[src/rtl/instruction_fetch.sv]
// rtl/instruction_fetch.sv - instruction fetch unit: program counter, redirect and ROM addressing
//
// Purpose: sequences instruction fetch from a 1-cycle-latency ROM. The ROM
// address is the next-pc computed combinationally, so the word the ROM returns
// in the following cycle is always the instruction at the (then current) pc.
// Redirects therefore cost no bubbles.
//
// Ports:
//   clk             in   sole clock, rising edge
//   reset           in   asynchronous, active-high
//   start           in   begin execution at address 0 (from IDLE or HALTED)
//   stall           in   downstream hold request (RUN only)
//   halt            in   stop at current pc, enter HALTED
//   branch, jump    in   redirect controls from decode
//   relative        in   target is pc + destBranchJump instead of absolute
//   destBranchJump  in   absolute target or two's-complement offset
//   branchCondition in   stored compare result qualifying branch
//   romData         in   ROM read data, one cycle after romAddress
//   romAddress      out  ROM read address (combinational)
//   instruction     out  romData passed through to decode
//   insnValid       out  instruction is live
//   programCounter  out  address of the current instruction
//   halted          out  HALTED state indicator
//   retireCount     out  16-bit retired-instruction count, present only
//                        when FETCH_RETIRE_COUNT_EN is defined

package fetch_defs_pkg;
  localparam int DATA_WIDTH = 8;
  localparam int INSN_WIDTH = 16;
endpackage

module instruction_fetch
  import fetch_defs_pkg::*;
(
  input  logic                  clk,
  input  logic                  reset,
  input  logic                  start,
  input  logic                  stall,
  input  logic                  halt,
  input  logic                  branch,
  input  logic                  jump,
  input  logic                  relative,
  input  logic [DATA_WIDTH-1:0] destBranchJump,
  input  logic                  branchCondition,
  input  logic [INSN_WIDTH-1:0] romData,
  output logic [DATA_WIDTH-1:0] romAddress,
  output logic [INSN_WIDTH-1:0] instruction,
  output logic                  insnValid,
  output logic [DATA_WIDTH-1:0] programCounter,
  output logic                  halted
`ifdef FETCH_RETIRE_COUNT_EN
  ,
  output logic [15:0]           retireCount
`endif
);

  typedef enum logic [1:0] {
    IDLE   = 2'd0,
    RUN    = 2'd1,
    HALTED = 2'd2
  } state_t;

  state_t                state;
  logic [DATA_WIDTH-1:0] pc;
  logic                  halted_q;
  logic [DATA_WIDTH-1:0] target;
  logic [DATA_WIDTH-1:0] next_pc;
  logic                  run;

  assign run = (state == RUN);

  // Relative targets and increments wrap naturally in DATA_WIDTH bits.
  assign target = relative ? (pc + destBranchJump) : destBranchJump;

  // Priority: stall, halt, jump, taken branch, sequential.
  always_comb begin
    next_pc = pc + 1'b1;
    if (stall || halt)
      next_pc = pc;
    else if (jump)
      next_pc = target;
    else if (branch && branchCondition)
      next_pc = target;
  end

  // Outside RUN the ROM is parked on address 0 so that the first word is
  // already available on the cycle execution (re)starts at pc 0.
  assign romAddress     = run ? next_pc : '0;
  assign insnValid      = run && !stall;
  assign instruction    = romData;
  assign programCounter = pc;
  assign halted         = halted_q;

  always_ff @(posedge clk or posedge reset) begin
    if (reset) begin
      state    <= IDLE;
      pc       <= '0;
      halted_q <= 1'b0;
    end else begin
      case (state)
        IDLE: begin
          if (start) begin
            state <= RUN;
            pc    <= '0;
          end
        end
        RUN: begin
          pc <= next_pc;
          if (!stall && halt) begin
            state    <= HALTED;
            halted_q <= 1'b1;
          end
        end
        HALTED: begin
          if (start) begin
            state    <= RUN;
            pc       <= '0;
            halted_q <= 1'b0;
          end
        end
        default: begin
          state    <= IDLE;
          pc       <= '0;
          halted_q <= 1'b0;
        end
      endcase
    end
  end

`ifdef FETCH_RETIRE_COUNT_EN
  // Counts live, non-halt instructions; cleared whenever execution restarts.
  always_ff @(posedge clk or posedge reset) begin
    if (reset) begin
      retireCount <= '0;
    end else if (!run && start) begin
      retireCount <= '0;
    end else if (run && !stall && !halt && (retireCount != 16'hFFFF)) begin
      retireCount <= retireCount + 16'd1;
    end
  end
`endif

endmodule

[config.mk]
export PLATFORM = sky130hd
export DESIGN_NAME = instruction_fetch
export DESIGN_NICKNAME = d
export VERILOG_FILES = /design/src/rtl/instruction_fetch.sv
export SDC_FILE = /design/constraint.sdc
export NUM_CORES = 1
export LEC_CHECK = 0
export CAP_MARGIN = 20
export CORE_ASPECT_RATIO = 0.5
export CORE_MARGIN = 2
export CORE_UTILIZATION = 40
export DETAILED_ROUTE_END_ITERATION = 12
export GPL_ROUTABILITY_DRIVEN = 0
export GPL_TIMING_DRIVEN = 0
export HOLD_SLACK_MARGIN = 0.02
export PLACE_DENSITY_LB_ADDON = 0.25
export REMOVE_ABC_BUFFERS = 1
export SYNTH_ARGS = -nofsm -noshare
export SYNTH_HDL_FRONTEND = slang
export SYNTH_SLANG_ARGS = --single-unit
[constraint.sdc]
create_clock -name clk -period 2.75 [get_ports clk]
set_clock_uncertainty 0.15 [all_clocks]
set_input_delay 0.275 -clock clk [delete_from_list [all_inputs] [get_ports clk]]
set_output_delay 0.275 -clock clk [all_outputs]
set_load 0.005 [all_outputs]
Yosys cells after proc, flatten, opt, wreduce, memory -nomap -nowiden:

Cells that the tools add are included.

* reductions and logical operators: 9
* shifts and indexed selects: 0
* bitwise operators: 1
* eq/ne operators: 5
* divide/modulo/power cells: 0
* add/subtract/negate cells: 2
* $lt $le $gt $ge: 0
* mux-type cells: 13
* $mul: 0

Operators with widths (number)
* $mux 8: 6
* $pmux 8 s2: 1
* $add 8x1->8 const B: 1
* $add 8x8->8: 1
* $mux 2: 2
* $ne 2x1->1 const B: 2
* $pmux 2 s2: 1
* $logic_and 1x1->1: 3
* $pmux 1 s3: 1
* $reduce_and 3->1: 1
* $eq 2x1->1 const B: 1
* $eq 2x2->1 const B: 1
* $logic_not 2->1: 1
* $mux 1: 2
* $ne 2x2->1 const B: 1
* $reduce_and 2->1: 1
* $reduce_or 2->1: 1
* $logic_not 1->1: 1
* $logic_or 1x1->1: 1
* $not 1->1: 1

* input port bits: 33
* register bits: 11
* memories kept: 0
* output and inout bits: 34
* memory bits (read-only): 0
* word-level logic and storage cells: 33
* memory bits (writable): 0
* bits in latches: 0

Longest topological paths before layout:

Gate-level depths: netlist (run 1).

* word-level depth: 6
* depth in mapped cells: 7
* mapped depth without buffers: 7

Worst setup path after synthesis (run 1):

OpenSTA, ideal clock, no wires.

* kind: reg-to-output
* from: register pc[0] (netlist: programCounter[0])
* to: output romAddress[4]
* path slack: 0.457 ns
* path buffers: 0
* arrival time: 1.868 ns
* cell stages (with the launch flop): 8
* cells stage by stage: dfrtp_1 -> ha_1 -> fa_1 -> a21oi_1 -> o21ai_1 -> o31ai_1 -> and4_1 -> a21o_1

* word-level cells in the longest chain between the ends: 6
* elaborated cells between the ends (all ways): 7
* classes of those cells: add/sub: 2; mux: 5

RTL lines
* from (decl): RTL line 64 `logic [DATA_WIDTH-1:0] pc;`
* from (signal assigned): RTL line 108 `pc <= next_pc;`
* $add 8x8->8: RTL line 73 `assign target = relative ? (pc + destBranchJump) : destBranchJump;`
* $mux 8: RTL line 73
* $mux 8: RTL line 82 `else if (branch && branchCondition)`
* $mux 8 *: RTL line 80 `else if (jump)`
* $mux 8 *: RTL line 78 `if (stall || halt)`
* $mux 8 *: RTL line 88 `assign romAddress = run ? next_pc : '0;`
* to (decl): RTL line 46 `output logic [DATA_WIDTH-1:0] romAddress,`

Every way passes the cells marked *; elsewhere a longest branch is shown, timed or not.

Final worst setup path (run 1):

Ends and elaborated chain as after synthesis.

==> metrics.md, run 1 <==
| Metric | Value |
|---|---|
| Run status | finished, violations left |
| Failing checks | negative setup slack |
| Core box area | 0.00305 mm2 |
| GRT Total Usage | 20.6% |
| R2R Setup Slk | 0.49 ns |
| Drc violations | 0 |
| Crit path DAT | roughly 2.4 ns |
| RSZ-0062 raised after global routing | yes |
| Main synth FF type | dfrtp_1 |
| CTS Root Cell | clkbuf_8 |
| Vias in the first global route | about 1200 |
| Number of synthesized flops with an enable pin | 0 |
| Fin. max-slew vios | 0 |
| TritonRoute pass-1 iters | 4 |
| HP Class | in2async |
| Max cap viols | 0 |
| Via density | a little under 6 |
| Ratio of cells with drive above 1 in the final layout | between 20% and 30% |
| Worst Setup End Kind | output pin |
| Filler instances | roughly 290 |
| Synth Area in Compound Gates | a little under a third |
| Most frequent cell after synthesis | buf_4 |
| Cell variety after synth | 45 |
| Grt total ovfl | 0 |
| Mux contribution to synthesized area | under 10% |
| Buffers on Ports | 34 |
| Crit path time final | 2.84 ns |
| Synth cell count leaders | buf_4 (16), a21oi_1 (12), a21o_1 (11), dfrtp_1 (11), nand2_1 (11) |
| Crit path kind | reg2out |
| Crit path launch type | register |
| Initial Util | between 40% and 50% |
| Vias | between 1000 and 1500 |
| Top-area cell type share of the netlist area | between 20% and 30% |
| Num CTS Buffers | 3 |
| Synthesis-stage register bit count | 11 |
| Number of setup violations in the final report | 2 |
| Fin util | 57.4% |
| CTS H-tree lvls | 1 |
| Hold Vio Cnt, Final | 0 |
| First-pass GRT wire length | 5970 um |
| Post-synthesis adder-cell area fraction | 9.21% |
| Worst R2R End | programCounter[2] |
| Initial antenna violation count | 0 |
| Area contributors post-synth | dfrtp_1 (21%), buf_4 (9.2%), ha_1 (7.7%) |
| Crit-path max FO | 7 |
| Starting DRT DRC Count | 74 |
| Ant. Diodes | 0 |
| Met3 Use GR | 8.02% |
| CTS tree | done |
| Ports | 67 |
| Worst Setup SP | programCounter[0] |
| WP data required | 2.33 ns |
| Row count | 14 |
| Num Clock Sinks | 11 |
| CTS Hold Bufs | 0 |
| Fin worst setup slack | -0.0919 ns |
| Period utilization | 103% |
| Yosys warns | 0 |
| Worst-case vdd ir drop | 434 uV |
| Layout Nets | about 230 |
| Routed length per instance | between 15 and 20 um |
| Pwr Density | roughly 740 mW/mm2 |
| Worst-Margin Slew | roughly 0.59 ns |
| DIE WIDTH | ~85 um |
| Clk slew on worst S/H paths | roughly 0.05 ns |
| Die height | 44.4 um |
| Leakage | roughly 0.82 nW |
| Hold WS | 0.190 ns |
| Fmax | about 350 MHz |
| Mapped Area | around 0.0013 mm2 |
| Cell taking the most area after synthesis | dfrtp_1 |
| Gr busiest metal | met2 |
| Cell count after synthesis | ~160 |
| GRT met2 Usage | 29.9% |
| Largest net degree at the start of global routing | 13 |
| Worst r2r src | programCounter[0] |
| Place WS | -0.597 ns |
| XOR/XNOR Fraction of Synth Area | ~1.3% |
| Register area share after synthesis | a little over a fifth |
| Die area | 0.00376 mm2 |
| ANT nets after route | 0 |
| Avg Cell Area, Syn | between 8 and 9 um2 |
| Global-route met1 utilization | between 20% and 30% |
| Detailed placement HPWL | 2700 um |
| R2R depth | 9 |
| Synth Area in Simple Gates | around 22% |
| Synth-to-layout area growth | 34.3% |
| Post-synth ARST share | between 90% and 100% |
| Worst-case clock buffer depth | 2 |
| Drt total wl | 3960 um |
| Largest family of logic cells by synthesized area | compound AO/OA/AOI/OAI gates |
| Rel. slew slack | between 60% and 70% |
| Worst-Skew Late Latency | between 0.2 and 0.25 ns |
-- where the power goes --
| group | switching [W] | leakage (nW) | internal (W) |
|---|---|---|---|
| clock network | 0.0000631 | 0.0228 | 0.000102 |
| logic | 0.000363 | 0.664 | 0.000434 |
| registers | 0.000109 | 0.137 | 0.000225 |
| total | 0.000536 | 0.824 | 0.000761 |
-- cell families (layout without fill, tap and decap cells) --
family                     Yosys count  after routing
buffers and inverters               25             52
AOI/OAI and AO/OA                   59             59
and+or+nand+nor                     52             52
adders and majority gates            9              9
xor gates and xnor gates             2              2
muxes                                4              4
DFF                                 11             11
-- metal layers --
metal	vias to the layer above	part of all wire [%]	wire length, um
li1	641	-	-
met1	639	47	1860
met2	69	42	1670
met3	6	9.7	384
met4	0	1.2	47
met5	-	0	0
-- stage by stage --
step	setup TNS [ns]	cell area [um2]	total power, W	std cells
3_3_place_gp	-2.10	1540	0.000978	215
6_report	-0.0998	1750	0.00130	229
4_1_cts	-0.209	1690	0.00123	224
3_5_place_dp	-2.05	1540	0.000992	215
5_1_grt	-0.302	1750	0.00140	229
2_1_floorplan	0	1150	0.000687	141
-- timing repair --
action,CTS,global route
endpoints found under the setup margin,7,8
pin swaps,12,4
setup buffers,5,5
gates resized for setup,29,7
-- layout make-up --
| type | count | area [um2] | area share [%] |
|---|---|---|---|
| timing repair buffer | 44 | 412 | 23.5 |
| multi-input combinational | 126 | 947 | 54.1 |
| clock buffer | 4 | 45.0 | 2.57 |
| inverter | 4 | 15.0 | 0.858 |
| sequential | 11 | 282 | 16.1 |
| tap | 40 | 50.0 | 2.86 |
-- worst max-delay path, stage by stage (launching register included) --
cell           delay, ns
dfrtp_2             0.47
ha_4                0.19
fa_2                0.36
a21oi_2             0.19
buf_4               0.13
o21a_1              0.12
o31ai_2             0.08
and4_1              0.21
a21o_1              0.16
dlygate4sd2_1       0.26
-- cell usage in the layout, fill, tap and decap left out, types with 3 or more instances in the layout --
cell             count
clkdlybuf4s50_1     24
nand2_1             11
a21o_1              11
a21oi_1             11
nor2_1              10
buf_4               10
o21ai_0              9
dfrtp_1              6
nand3_1              5
dlygate4sd2_1        5
dfrtp_2              5
a31oi_1              4
mux2i_1              4
inv_1                4
nor2b_1              3
or2_1                3
or3_1                3
and3_1               3
a31oi_2              3
ha_1                 3
ha_4                 3
clkbuf_8             3
dlymetal6s2s_1       3
-- registers in the layout (all words and copies together) (netlist names) --
signal	cells
state	2
halted	1
programCounter	8
-- worst max-delay path by stage --
stage / slack [ns] / to
final: -0.09 / romAddress[4]
after floorplan: 0.46 / romAddress[4]
after global routing: -0.15 / romAddress[4]
after detailed placement: -0.60 / romAddress[4]
after global placement: -0.63 / romAddress[4]
after CTS: -0.11 / romAddress[4]
Note: power is estimated with default switching activity, not from simulation.
==> inputs of run 2 (changes only) <==
- ABC_CLOCK_PERIOD_IN_PS: unset -> 2750
- GPL_TIMING_DRIVEN: 0 -> unset
==> run 2 against run 1 <==
The flow now finishes without violations. Setup slack improved by 0.14 ns. Wire length rose by 4.8%. Sequential share of layout area fell by 1.6 points. Final cell count rose by 9.6%. Critical path depth rose by 1. Die area did not move. Power rose by 8.0%. Via count rose by 7.4%. Flip-flop and latch count did not move. Critical path type unchanged. Largest cell class unchanged. Largest power group unchanged.
==> metrics.md, run 2 (synthesis results as in run 1) <==
| Metric | Value |
|---|---|
| CTS tree | done (unchanged) |
| Drc violations | 0 (unchanged) |
| Grt total ovfl | 0 (unchanged) |
| Routed length per instance | 16.5 um (was 17.3 um) |
| Max cap viols | 0 (unchanged) |
| Hold Vio Cnt, Final | 0 (unchanged) |
| Period utilization | 98.3% (was 103%) |
| Core box area | 0.00305 mm2 (unchanged) |
| Row count | 14 (unchanged) |
| HP Class | in2async (unchanged) |
| Ports | 67 (unchanged) |
| RSZ-0062 raised after global routing | yes (unchanged) |
| Num Clock Sinks | 11 (unchanged) |
| Vias in the first global route | 1387 (was 1181) |
| Crit path kind | reg2out (unchanged) |
| Worst-Margin Slew | 0.658 ns (was 0.592 ns) |
| WP data required | 2.33 ns (about the same) |
| Run status | complete, no violations (was finished, violations left) |
| Worst-Skew Late Latency | 0.24 ns (about the same) |
| Ant. Diodes | 0 (unchanged) |
| Synth-to-layout area growth | 45.7% (was 34.3%) |
| Ratio of cells with drive above 1 in the final layout | 28.4% (was 21.2%) |
| CTS H-tree lvls | 1 (unchanged) |
| Fin. max-slew vios | 0 (unchanged) |
| Largest net degree at the start of global routing | 12 (was 13) |
| Drt total wl | 4150 um (was 3960 um) |
| Most common cell after layout, fill and taps aside | buf_4 (was clkdlybuf4s50_1) |
| GRT Total Usage | 22.9% (was 20.6%) |
| Worst-case vdd ir drop | 470 uV (was 434 uV) |
| Max reg flops | 8 (unchanged) |
| Fmax | 370 MHz (was 352 MHz) |
| Dpl cell area | 0.00173 mm2 (was 0.00154 mm2) |
| CTS Hold Bufs | 0 (unchanged) |
| Layout Nets | 254 (was 232) |
| Crit path time final | 2.70 ns (was 2.84 ns) |
| Via density | 5.80 (was 5.92) |
| Fin util | 62.3% (was 57.4%) |
| First-pass GRT wire length | 6580 um (was 5970 um) |
| Hold WS | 0.197 ns (was 0.190 ns) |
| Clk slew on worst S/H paths | 0.05 ns (about the same) |
| ANT nets after route | 0 (unchanged) |
| Detailed placement HPWL | 3050 um (was 2700 um) |
| Die height | 44.4 um (unchanged) |
| Rel. slew slack | 56.0% (was 60.4%) |
| Vias | 1455 (was 1355) |
| Total power | 0.00140 W (was 0.00130 W) |
| Initial antenna violation count | 0 (unchanged) |
| Multi-input gate area | 952 um2 (was 947 um2) |
| Design area | 0.00190 mm2 (was 0.00175 mm2) |
| Starting DRT DRC Count | 66 (was 74) |
| Crit-path max FO | 2 (was 7) |
| Commonest cells after routing, fill and taps aside | buf_4 (31), clkdlybuf4s50_1 (25), nand2_1 (11), a21o_1 (11), dfrtp_1 (11) (was clkdlybuf4s50_1 (24), nand2_1 (11), a21o_1 (11), a21oi_1 (11)) |
| Initial Util | 42.8% (unchanged) |
| Crit path launch type | register (unchanged) |
| Setup TNS | 0 ns (was -0.0998 ns) |
| Buffers on Ports | 34 (unchanged) |
| Storage cell area | 275 um2 (was 282 um2) |
| Crit path DAT | 2.28 ns (was 2.42 ns) |
| TritonRoute pass-1 iters | 4 (unchanged) |
| Pwr Density | 737 mW/mm2 (was 741 mW/mm2) |
| Num CTS Buffers | 3 (unchanged) |
| Worst-case clock buffer depth | 2 (unchanged) |
| Die area | 0.00376 mm2 (unchanged) |
| Filler instances | 275 (was 289) |
| DIE WIDTH | 84.7 um (unchanged) |
| CTS Root Cell | clkbuf_8 (unchanged) |
| Leakage | 0.914 nW (was 0.824 nW) |
| Number of setup violations in the final report | 0 (was 2) |
| Worst Setup End Kind | output pin (unchanged) |
-- run 2: cell count changes in the layout (fill, tap and decap cells not counted), moves of 2 or more --
cell / before / now
buf_4: 10 / 31
a21oi_1: 11 / 9
a21oi_2: 1 / 3
dfrtp_2: 5 / 0
dlymetal6s2s_1: 3 / 0
ha_1: 3 / 5
dfrtp_1: 6 / 11
clkbuf_2: 0 / 2
-- run 2: path summary, 6_finish.rpt --
| kind | start | cells after the start | slack, ns | end |
|---|---|---|---|---|
| hold reg to reg | halted | 1 | 0.35 | halted |
| hold / removal | reset | 2 | 0.20 | state[0] |
| min in group clk | halted | 1 | 0.35 | halted |
| setup / recovery | programCounter[0] | 10 | 0.05 | romAddress[6] |
| max in group asynchronous | reset | 2 | 1.93 | halted |
| setup reg to reg | programCounter[0] | 11 | 0.35 | programCounter[6] |
-- run 2: per-layer routing --
layer  routed length (um)  vias to the layer above  GRT usage, %
met1                 1920                      685          32.4
met5                    0                        -             0
met2                 1710                       73          31.7
met3                  468                        7          10.1
met4                   46                        0          6.03
li1                     -                      690             -
-- run 2: area by class of cell --
| class | count | share of cell area, % |
|---|---|---|
| clock buffer | 4 | 2.37 |
| inverter | 4 | 0.791 |
| multi-input combinational | 126 | 50.1 |
| sequential | 11 | 14.5 |
| tap | 40 | 2.64 |
| timing repair buffer | 66 | 29.6 |
-- run 2: what timing repair did --
item | CTS | global route
gates resized for setup | 30 | 7
cloned | 0 | 0
pin swaps | 15 | 8
endpoints found under the setup margin | 7 | 4
setup buffers | 5 | 1
-- run 2: worst max-delay path: stages (launching register included) --
cell,delay (ns)
dfrtp_1,0.42
ha_4,0.18
fa_2,0.36
buf_6,0.13
a21oi_4,0.12
o21ai_2,0.08
buf_4,0.13
mux2i_1,0.11
a211o_1,0.33
nand2_1,0.06
buf_2,0.11
-- run 2: power breakdown --
group	switching (W)	total, W	internal (W)
Clock	0.0000686	0.000171	0.000102
Combinational	0.000442	0.000949	0.000507
Sequential	0.0000599	0.000280	0.000220
-- run 2: per-stage QoR --
step	cells	setup slack [ns]
floorplan	141	0.457
global placement	241	-0.475
detailed placement	241	-0.460
CTS	250	-0.0213
global route	251	-0.0125
finish	251	0.0473
